==> src/rtl/buzzer_pkg.sv <==
// Shared types and display helpers for the buzzer lockout arbiter.
// The optional false-start feature is enabled with BUZZER_FALSE_START_EN.
package buzzer_pkg;

    typedef enum logic [1:0] {
        IDLE    = 2'd0,
        ARMED   = 2'd1,
        LOCKED  = 2'd2,
        TIMEOUT = 2'd3
    } state_t;

    // Segment order is {g,f,e,d,c,b,a}, active-high.
    localparam logic [6:0] SEG_BLANK = 7'b000_0000;
    localparam logic [6:0] SEG_DASH  = 7'b100_0000;

    // Decimal digit to 7-segment pattern; anything outside 0..9 is blank.
    function automatic logic [6:0] seg_digit(input logic [3:0] digit);
        logic [6:0] seg_v;
        case (digit)
            4'd0:    seg_v = 7'b011_1111;
            4'd1:    seg_v = 7'b000_0110;
            4'd2:    seg_v = 7'b101_1011;
            4'd3:    seg_v = 7'b100_1111;
            4'd4:    seg_v = 7'b110_0110;
            4'd5:    seg_v = 7'b110_1101;
            4'd6:    seg_v = 7'b111_1101;
            4'd7:    seg_v = 7'b000_0111;
            4'd8:    seg_v = 7'b111_1111;
            4'd9:    seg_v = 7'b110_1111;
            default: seg_v = SEG_BLANK;
        endcase
        return seg_v;
    endfunction

endpackage

==> src/rtl/buzzer_sync_edge.sv <==
// Two-flop synchroniser for raw asynchronous buttons followed by a third
// flop so that only a low-to-high transition produces a one-cycle press.
module buzzer_sync_edge #(
    parameter int W = 4
) (
    input  logic         clk,
    input  logic         rst_n,
    input  logic [W-1:0] din,
    output logic [W-1:0] rise
);

    logic [W-1:0] s1_r;
    logic [W-1:0] s2_r;
    logic [W-1:0] s3_r;

    // Metastability chain plus the previous-value flop for edge detection.
    always_ff @(posedge clk or negedge rst_n) begin
        if (!rst_n) begin
            s1_r <= {W{1'b0}};
            s2_r <= {W{1'b0}};
            s3_r <= {W{1'b0}};
        end else begin
            s1_r <= din;
            s2_r <= s1_r;
            s3_r <= s2_r;
        end
    end

    assign rise = s2_r & ~s3_r;

endmodule

==> src/rtl/buzzer_lockout_arbiter.sv <==
// Quiz buzzer judge: the host arms a round, the first player press edge wins
// and everyone else is locked out. Reports winner, 7-seg digit, reaction time
// and a timeout when nobody presses in time.
// Optional false-start masking: define BUZZER_FALSE_START_EN.
module buzzer_lockout_arbiter
    import buzzer_pkg::*;
#(
    parameter int NUM_PLAYERS    = 4,
    parameter int TIMEOUT_CYCLES = 1000,
    parameter int TW             = 16,
    parameter int TIE_MODE       = 0,
    parameter int IDW            = (NUM_PLAYERS > 2) ? $clog2(NUM_PLAYERS) : 1
) (
    input  logic                   clk,
    input  logic                   rst_n,
    input  logic                   arm,
    input  logic                   clear,
    input  logic [NUM_PLAYERS-1:0] player,
    output logic                   flag,
    output logic                   winner_valid,
    output logic [IDW-1:0]         winner_id,
    output logic [6:0]             display,
    output logic [TW-1:0]          reaction,
    output logic                   timeout
`ifdef BUZZER_FALSE_START_EN
   ,output logic [NUM_PLAYERS-1:0] foul_mask
`endif
);

    localparam logic [TW-1:0]  CNT_ZERO = {TW{1'b0}};
    localparam logic [TW-1:0]  CNT_ONE  = {{(TW-1){1'b0}}, 1'b1};
    localparam logic [TW-1:0]  CNT_MAX  = {TW{1'b1}};
    localparam logic [TW-1:0]  CNT_LAST = TW'(TIMEOUT_CYCLES - 1);
    localparam logic [IDW-1:0] ID_ZERO  = {IDW{1'b0}};
    localparam logic [IDW-1:0] ID_ONE   = {{(IDW-1){1'b0}}, 1'b1};
    localparam logic [IDW-1:0] ID_LAST  = IDW'(NUM_PLAYERS - 1);
    localparam logic [IDW:0]   NUM_EXT  = (IDW+1)'(NUM_PLAYERS);

    state_t                   state_r;
    state_t                   state_nxt_s;
    logic [TW-1:0]            counter_r;
    logic [TW-1:0]            counter_nxt_s;
    logic [TW-1:0]            reaction_nxt_s;
    logic [IDW-1:0]           winner_nxt_s;
    logic [IDW-1:0]           ptr_r;
    logic [IDW-1:0]           ptr_nxt_s;
    logic [IDW-1:0]           pick_s;
    logic [NUM_PLAYERS-1:0]   press_s;
    logic [NUM_PLAYERS-1:0]   eligible_s;
    logic [3:0]               digit_s;
`ifdef BUZZER_FALSE_START_EN
    logic [NUM_PLAYERS-1:0]   foul_nxt_s;
`endif

    // Winner among requesters: lowest index, or first index at/after the
    // rotating pointer when TIE_MODE is 1. Rotate, find lowest, rotate back.
    function automatic logic [IDW-1:0] pick_winner(
        input logic [NUM_PLAYERS-1:0] req,
        input logic [IDW-1:0]         start
    );
        logic [NUM_PLAYERS-1:0] rot_v;
        logic [IDW-1:0]         base_v;
        logic [IDW-1:0]         off_v;
        logic [IDW:0]           sum_v;
        logic                   found_v;
        base_v  = (TIE_MODE == 1) ? start : ID_ZERO;
        rot_v   = NUM_PLAYERS'({req, req} >> base_v);
        off_v   = ID_ZERO;
        found_v = 1'b0;
        for (int i = 0; i < NUM_PLAYERS; i++) begin
            if (!found_v && rot_v[IDW'(i)]) begin
                off_v   = IDW'(i);
                found_v = 1'b1;
            end
        end
        sum_v = {1'b0, base_v} + {1'b0, off_v};
        if (sum_v >= NUM_EXT) begin
            sum_v = sum_v - NUM_EXT;
        end
        return sum_v[IDW-1:0];
    endfunction

    buzzer_sync_edge #(
        .W (NUM_PLAYERS)
    ) u_sync (
        .clk   (clk),
        .rst_n (rst_n),
        .din   (player),
        .rise  (press_s)
    );

    // Presses that may win this round (fouled players sit the round out).
    always_comb begin
`ifdef BUZZER_FALSE_START_EN
        eligible_s = press_s & ~foul_mask;
`else
        eligible_s = press_s;
`endif
        pick_s = pick_winner(eligible_s, ptr_r);
    end

    // Round FSM next state; clear dominates, a press beats the timeout.
    always_comb begin
        state_nxt_s    = state_r;
        counter_nxt_s  = counter_r;
        winner_nxt_s   = winner_id;
        reaction_nxt_s = reaction;
        ptr_nxt_s      = ptr_r;
`ifdef BUZZER_FALSE_START_EN
        foul_nxt_s     = foul_mask;
`endif
        case (state_r)
            ARMED: begin
                if (clear) begin
                    state_nxt_s = IDLE;
                end else if (|eligible_s) begin
                    state_nxt_s    = LOCKED;
                    winner_nxt_s   = pick_s;
                    reaction_nxt_s = (counter_r == CNT_MAX) ? CNT_MAX : counter_r + CNT_ONE;
                    ptr_nxt_s      = (pick_s == ID_LAST) ? ID_ZERO : pick_s + ID_ONE;
`ifdef BUZZER_FALSE_START_EN
                    foul_nxt_s     = {NUM_PLAYERS{1'b0}};
`endif
                end else if (counter_r == CNT_LAST) begin
                    state_nxt_s = TIMEOUT;
`ifdef BUZZER_FALSE_START_EN
                    foul_nxt_s  = {NUM_PLAYERS{1'b0}};
`endif
                end else begin
                    counter_nxt_s = (counter_r == CNT_MAX) ? CNT_MAX : counter_r + CNT_ONE;
                end
            end
            IDLE, LOCKED, TIMEOUT: begin
`ifdef BUZZER_FALSE_START_EN
                foul_nxt_s = foul_mask | press_s;
`endif
                if (clear) begin
                    state_nxt_s = IDLE;
                end else if (arm) begin
                    state_nxt_s   = ARMED;
                    counter_nxt_s = CNT_ZERO;
                end else begin
                    state_nxt_s = state_r;
                end
            end
            default: begin
                state_nxt_s = IDLE;
            end
        endcase
    end

    // Digit shown for a winner is its 1-based number.
    always_comb begin
        digit_s = 4'(winner_nxt_s) + 4'd1;
    end

    // State, counters and all outputs registered from the next-state values.
    always_ff @(posedge clk or negedge rst_n) begin
        if (!rst_n) begin
            state_r      <= IDLE;
            counter_r    <= CNT_ZERO;
            ptr_r        <= ID_ZERO;
            flag         <= 1'b0;
            winner_valid <= 1'b0;
            winner_id    <= ID_ZERO;
            display      <= SEG_BLANK;
            reaction     <= CNT_ZERO;
            timeout      <= 1'b0;
`ifdef BUZZER_FALSE_START_EN
            foul_mask    <= {NUM_PLAYERS{1'b0}};
`endif
        end else begin
            state_r      <= state_nxt_s;
            counter_r    <= counter_nxt_s;
            ptr_r        <= ptr_nxt_s;
            flag         <= (state_nxt_s == LOCKED);
            winner_valid <= (state_nxt_s == LOCKED);
            winner_id    <= (state_nxt_s == LOCKED) ? winner_nxt_s : ID_ZERO;
            reaction     <= (state_nxt_s == LOCKED) ? reaction_nxt_s : CNT_ZERO;
            timeout      <= (state_nxt_s == TIMEOUT);
`ifdef BUZZER_FALSE_START_EN
            foul_mask    <= foul_nxt_s;
`endif
            case (state_nxt_s)
                LOCKED:  display <= seg_digit(digit_s);
                TIMEOUT: display <= SEG_DASH;
                default: display <= SEG_BLANK;
            endcase
        end
    end

endmodule

==> config.mk <==
export PLATFORM = sky130hd
export DESIGN_NAME = buzzer_lockout_arbiter
export DESIGN_NICKNAME = d
export VERILOG_FILES = /design/src/rtl/buzzer_pkg.sv /design/src/rtl/buzzer_sync_edge.sv /design/src/rtl/buzzer_lockout_arbiter.sv
export SDC_FILE = /design/constraint.sdc
export NUM_CORES = 1
export LEC_CHECK = 0
export CAP_MARGIN = 25
export CORE_ASPECT_RATIO = 0.7
export CORE_UTILIZATION = 40
export CTS_CLUSTER_DIAMETER = 30
export DETAILED_ROUTE_END_ITERATION = 10
export HOLD_SLACK_MARGIN = 0.15
export PLACE_DENSITY_LB_ADDON = 0.2
export SLEW_MARGIN = 5
export SYNTH_ARGS = -nofsm -noshare
export SYNTH_HDL_FRONTEND = slang
export SYNTH_SLANG_ARGS = --single-unit
export TNS_END_PERCENT = 30
==> constraint.sdc <==
create_clock -name clk -period 2.3 [get_ports clk]
set_clock_uncertainty 0.1 [all_clocks]
set_input_delay 0.575 -clock clk [delete_from_list [all_inputs] [get_ports clk]]
set_output_delay 0.575 -clock clk [all_outputs]
set_load 0.03 [all_outputs]
==> impl_results.md, run 1 <==
- N_diodes: 0
- Fin util: 52.3%
- Grt met1 use: 32.1%
- CTS Buf Count: 5
- First-pass GRT wire length: 9650 um
- Yosys warns: 0
- Met2 usage: 22.1%
- Met3 Use GR: 5.54%
- Final antenna-violating net count: 0
- Psw: 476 uW
- Combinational power share: 11.5%
- Asr flop ratio synth: 100%
- CP Capture Type: register
- Initial DRC count: 191
- Routability-driven placement congestion ratio: 0.919
- Die width: 98.9 um
- Largest net degree at the start of global routing: 56
- Vias: 2,015
- Total power: 1.80 mW
- Final net count: 306
- VDD IR max: 0.000244 V
- CTS HTree Levels: 2
- Syn Nets: 251
- P_leak: 1.42 nW
- Post-synth top area cell: dfrtp_1
- Clock Sinks: 55
- Worst-Margin Slew: 483 ps
- Slew HR: 67.4%
- Tmin final: 2170 ps
- Vias/cell: 5.42
- Peak Freq: 0.462 GHz
- Initial antenna violation count: 0
- Core ar.: 6280 um2
- Critical path startpoint category: register
- Final hold vios: 0
- Clk buf depth: 2
- Share of layout cells above drive strength 1: 20.1%
- Clk_lat worst skew: 320 ps
- Top cells by area, synth: dfrtp_1 (52%), a21oi_1 (5.1%), nor2_1 (2.4%)
- Fill count: 576
- Starting Density: 41.9%
- TritonCTS clock tree: yes
- Pint: 1.32 mW
- Post-synth EDFFs: 0
- Vias in the first global route: 1,702
- Clock transition at the registers of the reported paths: 100 ps
- Fin area: 3280 um2
- Switching part of the total: 26.4%
- # DRC: 0
- Synth Cell Area: 2630 um2
- Row Count: 24
- Status: finished, final reports clean
- Fin crit share: 94.1%
- I/O Pins: 36
- CP Data Required Time: 2430 ps
- RSZ-0062 raised after global routing: false
- Layout area overhead: 25.0%
- First-pass DRT Iterations: 5
- Worst hold path class: reg2reg
- Crit path DAT: 2300 ps
- Cell Pwr Density: 548 nW/um2
- Root buffer cell: clkbuf_8
- DIE HEIGHT: 69.8 um
- Total Routing Usage GR: 18.9%
- #FFs+latches synth: 55
- Overflow left after global routing: 0
- Average size of a mapped cell: 11.0 um2
- Area share of the largest cell type after synthesis: 52.4%
- Buffers on Ports: 35
- Top_reg_cell synth: dfrtp_1
- Die area: 6900 um2
- Final hold slack: 256 ps
- Netlist cell types: 54
- CP Max Fanout: 4
- Routed len/inst: 16.3 um
- Clock share of power: 32.2%
- Number of setup violations in the final report: 0
- Hpwl dp: 4430 um
- Area after DPL: 3170 um2
- Synth cell count leaders: dfrtp_1 (55), a21oi_1 (27), nor2_1 (17), nand2_1 (16), nor2b_1 (7)
- Fin. max-slew vios: 0
- Post-Syn Instances: 238
- Buffers inserted by post-CTS timing repair: 0
- Seq pwr share: 56.3%
- WS Path Type: reg2reg
- WL final: 6070 um
- Top Usage Layer GRT: met1
- Max cap viols: 0
- Seq/Total Area, Yosys: 52.4%
- Top-count cell post-synth: dfrtp_1
==> stage by stage <==
step | std cells | setup slack, ps | setup TNS, ps
detailed placement | 363 | -65.7 | -258
global route | 372 | 7.65 | 0
floorplan | 238 | 255 | 0
CTS | 372 | 82.5 | 0
finish | 372 | 135 | 0
global placement | 363 | -4.35 | -9.91
==> worst max-delay path, stage by stage, from the launching register on <==
cell,delay (ps)
dfrtp_1,410
nor2b_1,180
or4_1,540
nand2_1,150
nand2_2,100
buf_4,140
ha_1,200
nor2b_1,130
nor3_1,140
==> placed cells by master (no fill, tap or decap), drive strengths merged, types with 2 or more instances in the layout <==
cell / instances
nand4: 5
a21oi: 27
a21o: 3
nor2b: 7
ha: 5
a22o: 3
nand3: 9
clkdlybuf4s50: 34
o21ai: 6
nor2: 20
clkbuf: 6
inv: 5
nor3b: 3
nor3: 5
and2: 4
nand2: 17
nand2b: 3
buf: 26
xor2: 5
xnor2: 5
nor4b: 2
a31oi: 4
and3: 2
a311oi: 3
o221a: 3
o2bb2ai: 5
nor4: 5
dfrtp: 55
==> final timing paths <==
kind | start | to | slack (ps) | cells past startpoint
hold / removal | u_sync.s1_r[1] | u_sync.s2_r[1] | 260 | 0
max in group asynchronous | rst_n | u_sync.s2_r[2] | 1180 | 3
setup reg to reg | u_sync.s2_r[0] | display[6] | 130 | 8
hold reg to reg | u_sync.s1_r[1] | u_sync.s2_r[1] | 260 | 0
setup / recovery | u_sync.s2_r[0] | display[6] | 130 | 8
min in group asynchronous | rst_n | reaction[6] | 660 | 3
==> cells by family (layout without fill, tap and decap cells) <==
family	after synthesis	in the layout	share of synthesized area, %
fa+ha+maj	5	5	2.38
simple gates	88	88	21.3
flops	55	55	52.4
compound gates	61	61	15.8
buf+inv	18	74	4.43
mux	1	1	0.381
xor+xnor	10	10	3.33
==> state kept, by name, indices dropped and copies added (netlist names) <==
register      flops
counter_r        16
winner_valid      1
timeout           1
u_sync.s1_r       4
reaction         16
winner_id         2
display           5
u_sync.s3_r       4
state_r           2
u_sync.s2_r       4
==> power by group through the flow <==
| stage | registers (mW) | clock network [mW] | logic, mW |
|---|---|---|---|
| 2_1_floorplan | 1.06 | 0 | 0.0785 |
| 3_3_place_gp | 1.03 | 0 | 0.205 |
| 3_5_place_dp | 1.03 | 0 | 0.207 |
| 4_1_cts | 1.01 | 0.593 | 0.208 |
| 5_1_grt | 1.02 | 0.650 | 0.225 |
| 6_report | 1.01 | 0.579 | 0.207 |
==> per-layer routing <==
layer,up-vias,routed length (um)
li1,970,-
met1,934,3290
met2,103,2230
met3,8,501
met4,0,53
met5,-,0
==> final cells by class <==
type	instances	area (um2)	area share (%)
flip-flops and latches	55	1380	41.9
multi-input cells	165	1140	34.6
repair buffers	61	556	16.9
well taps	78	97.6	2.97
clock buffers	6	82.6	2.51
inverters	5	18.8	0.571
clock inverters	2	16.3	0.495
==> repair_timing <==
action                                  4_1_cts  5_1_grt
endpoints found under the setup margin        0        1
gates resized for setup                       0        1
hold buffers                                  1        0
endpoints found under the hold margin        16        0
Power figures use the tool's default switching activity.
==> inputs of run 2 (changes only) <==
- clock period: 2.3 -> 1.8 ns (I/O delays scaled with it)
==> run 2 against run 1 <==
Against the previous run:
- the run now ends with setup timing left
- die area is the same
- critical path depth shrank 1
- first-iteration DRC count shrank 37%
- sequential share of layout area shrank 8.5 points
==> impl_results.md, run 2 (same netlist as run 1, synthesis figures left out) <==
- First-pass GRT wire length: 11,000 um
- Initial DRC count: 121
- Status: finished with violations
- R2r startpoint: u_sync.s2_r[3]
- Die area: 6900 um2
- Peak Freq: 0.530 GHz
- Hpwl dp: 4980 um
- Layout area overhead: 57.6%
- Combinational power share: 14.3%
- Fill count: 474
- Overflow left after global routing: 0
- Commonest non-fill, non-tap cell in the layout: buf_4
- Final hold vios: 0
- Initial antenna violation count: 0
- WS Path Type: reg2reg
- CP Data Required Time: 1960 ps
- VDD IR max: 0.000421 V
- Slew HR: 71.9%
- Cell Pwr Density: 608 nW/um2
- Die width: 98.9 um
- Psw: 665 uW
- Total Routing Usage GR: 20.9%
- Routed len/inst: 16.5 um
- Starting Density: 41.9%
- Max cap viols: 0
- RSZ-0062 raised after global routing: true
- Final antenna-violating net count: 0
- Share of layout cells above drive strength 1: 48.3%
- Pint: 1.85 mW
- # DRC: 0
- Clock transition at the registers of the reported paths: 110 ps
- Fin area: 4140 um2
- Most frequent cells in the layout: buf_4 (68), dfrtp_1 (48), dlygate4sd2_1 (23)
- Routability-driven placement congestion ratio: 0.940
- Vias in the first global route: 2,156
- Core ar.: 6280 um2
- CP Max Fanout: 5
- First-pass DRT Iterations: 4
- Seq pwr share: 51.4%
- Clock Sinks: 55
- Hold Path Stages: 0
- CTS HTree Levels: 2
- Failing checks: setup timing
- Final hold slack: 257 ps
- DIE HEIGHT: 69.8 um
- Clk_lat worst skew: 310 ps
- WL final: 7090 um
- Number of setup violations in the final report: 13
- Largest net degree at the start of global routing: 19
- Worst-Margin Slew: 420 ps
- Fin crit share: 105%
- Critical path startpoint category: register
- Vias: 2,268
- CTS Buf Count: 5
- Tmin final: 1890 ps
- Clock share of power: 34.3%
- Reg2reg path depth: 7
- Buffers on Ports: 35
- Final WS setup: -85.6 ps
- Fin util: 66.0%
- P_leak: 1.97 nW
- Biggest regs: counter_r: 16 flops, reaction: 16 flops, display: 5 flops
- RR Endpoint: counter_r[9]
- Root buffer cell: clkbuf_8
- Row Count: 24
- N_diodes: 0
- Vias/cell: 5.27
- Clk buf depth: 2
- Reg2reg setup slack: -90 ps
- Crit path DAT: 2040 ps
- Switching part of the total: 26.4%
- CP Capture Type: register
- Min-Delay Endpoint: u_sync.s2_r[2]
- Place WS: -418 ps
- TritonCTS clock tree: yes
- Area after DPL: 3580 um2
- Min-delay src: u_sync.s1_r[2]
- Worst hold path class: reg2reg
- I/O Pins: 36
- Fin. max-slew vios: 0
- Final net count: 364
-- run 2: power groups by stage --
stage               registers (mW)  logic [mW]  clock network, mW
global route                  1.30       0.389              0.932
finish                        1.29       0.361              0.863
global placement              1.31       0.317                  0
detailed placement            1.31       0.320                  0
floorplan                     1.35       0.110                  0
CTS                           1.29       0.323              0.884
-- run 2: cell type report --
cell class / instances / area (um2) / share of cell area (%)
Tap cell: 78 / 97.6 / 2.36
Clock buffer: 5 / 68.8 / 1.66
Timing Repair Buffer: 119 / 1040 / 25.1
Sequential cell: 55 / 1390 / 33.5
Multi-Input combinational cell: 165 / 1480 / 35.8
Inverter: 5 / 18.8 / 0.453
Clock inverter: 3 / 47.5 / 1.15
-- run 2: per-stage QoR --
stage               cells  power (mW)  setup TNS [ps]
finish                430        2.52            -557
global placement      407        1.63           -8090
CTS                   419        2.50           -1510
floorplan             238        1.46            -393
detailed placement    407        1.63           -9060
global route          430        2.62           -1660
-- run 2: per-layer routing --
| layer | wire (um) | global-route usage [%] | vias up |
|---|---|---|---|
| met5 | 0 | 0 | - |
| met4 | 70 | 6.14 | 0 |
| met3 | 446 | 5.34 | 6 |
| met2 | 2960 | 27.7 | 64 |
| met1 | 3620 | 32.8 | 1111 |
| li1 | - | - | 1087 |
-- run 2: repair_timing --
| item | 4_1_cts | 5_1_grt |
|---|---|---|
| buffers inserted | 3 | 11 |
| setup endpoints to repair | 57 | 46 |
| gates cloned | 0 | 1 |
| hold buffers | 1 | 0 |
| gates resized for setup | 34 | 73 |
| pin swaps | 9 | 24 |
| hold endpoints to repair | 12 | 0 |
-- run 2: worst max-delay path by stage --
stage                               from             to  cells past startpoint
final                     u_sync.s2_r[3]   counter_r[9]                      7
after CTS                   counter_r[1]  counter_r[12]                      6
after detailed placement           clear     display[3]                      7
after floorplan             counter_r[0]  counter_r[10]                      7
after global placement             clear     display[3]                      7
after global routing      u_sync.s2_r[0]     display[6]                      7
-- run 2: worst max-delay path, stage by stage, from the launching register on --
cell and delay (ps):
dfrtp_1 400, nor2b_4 140, nor4_4 350, nand3_2 220, buf_4 190, buf_6 120, a21oi_2 110, o221a_4 200
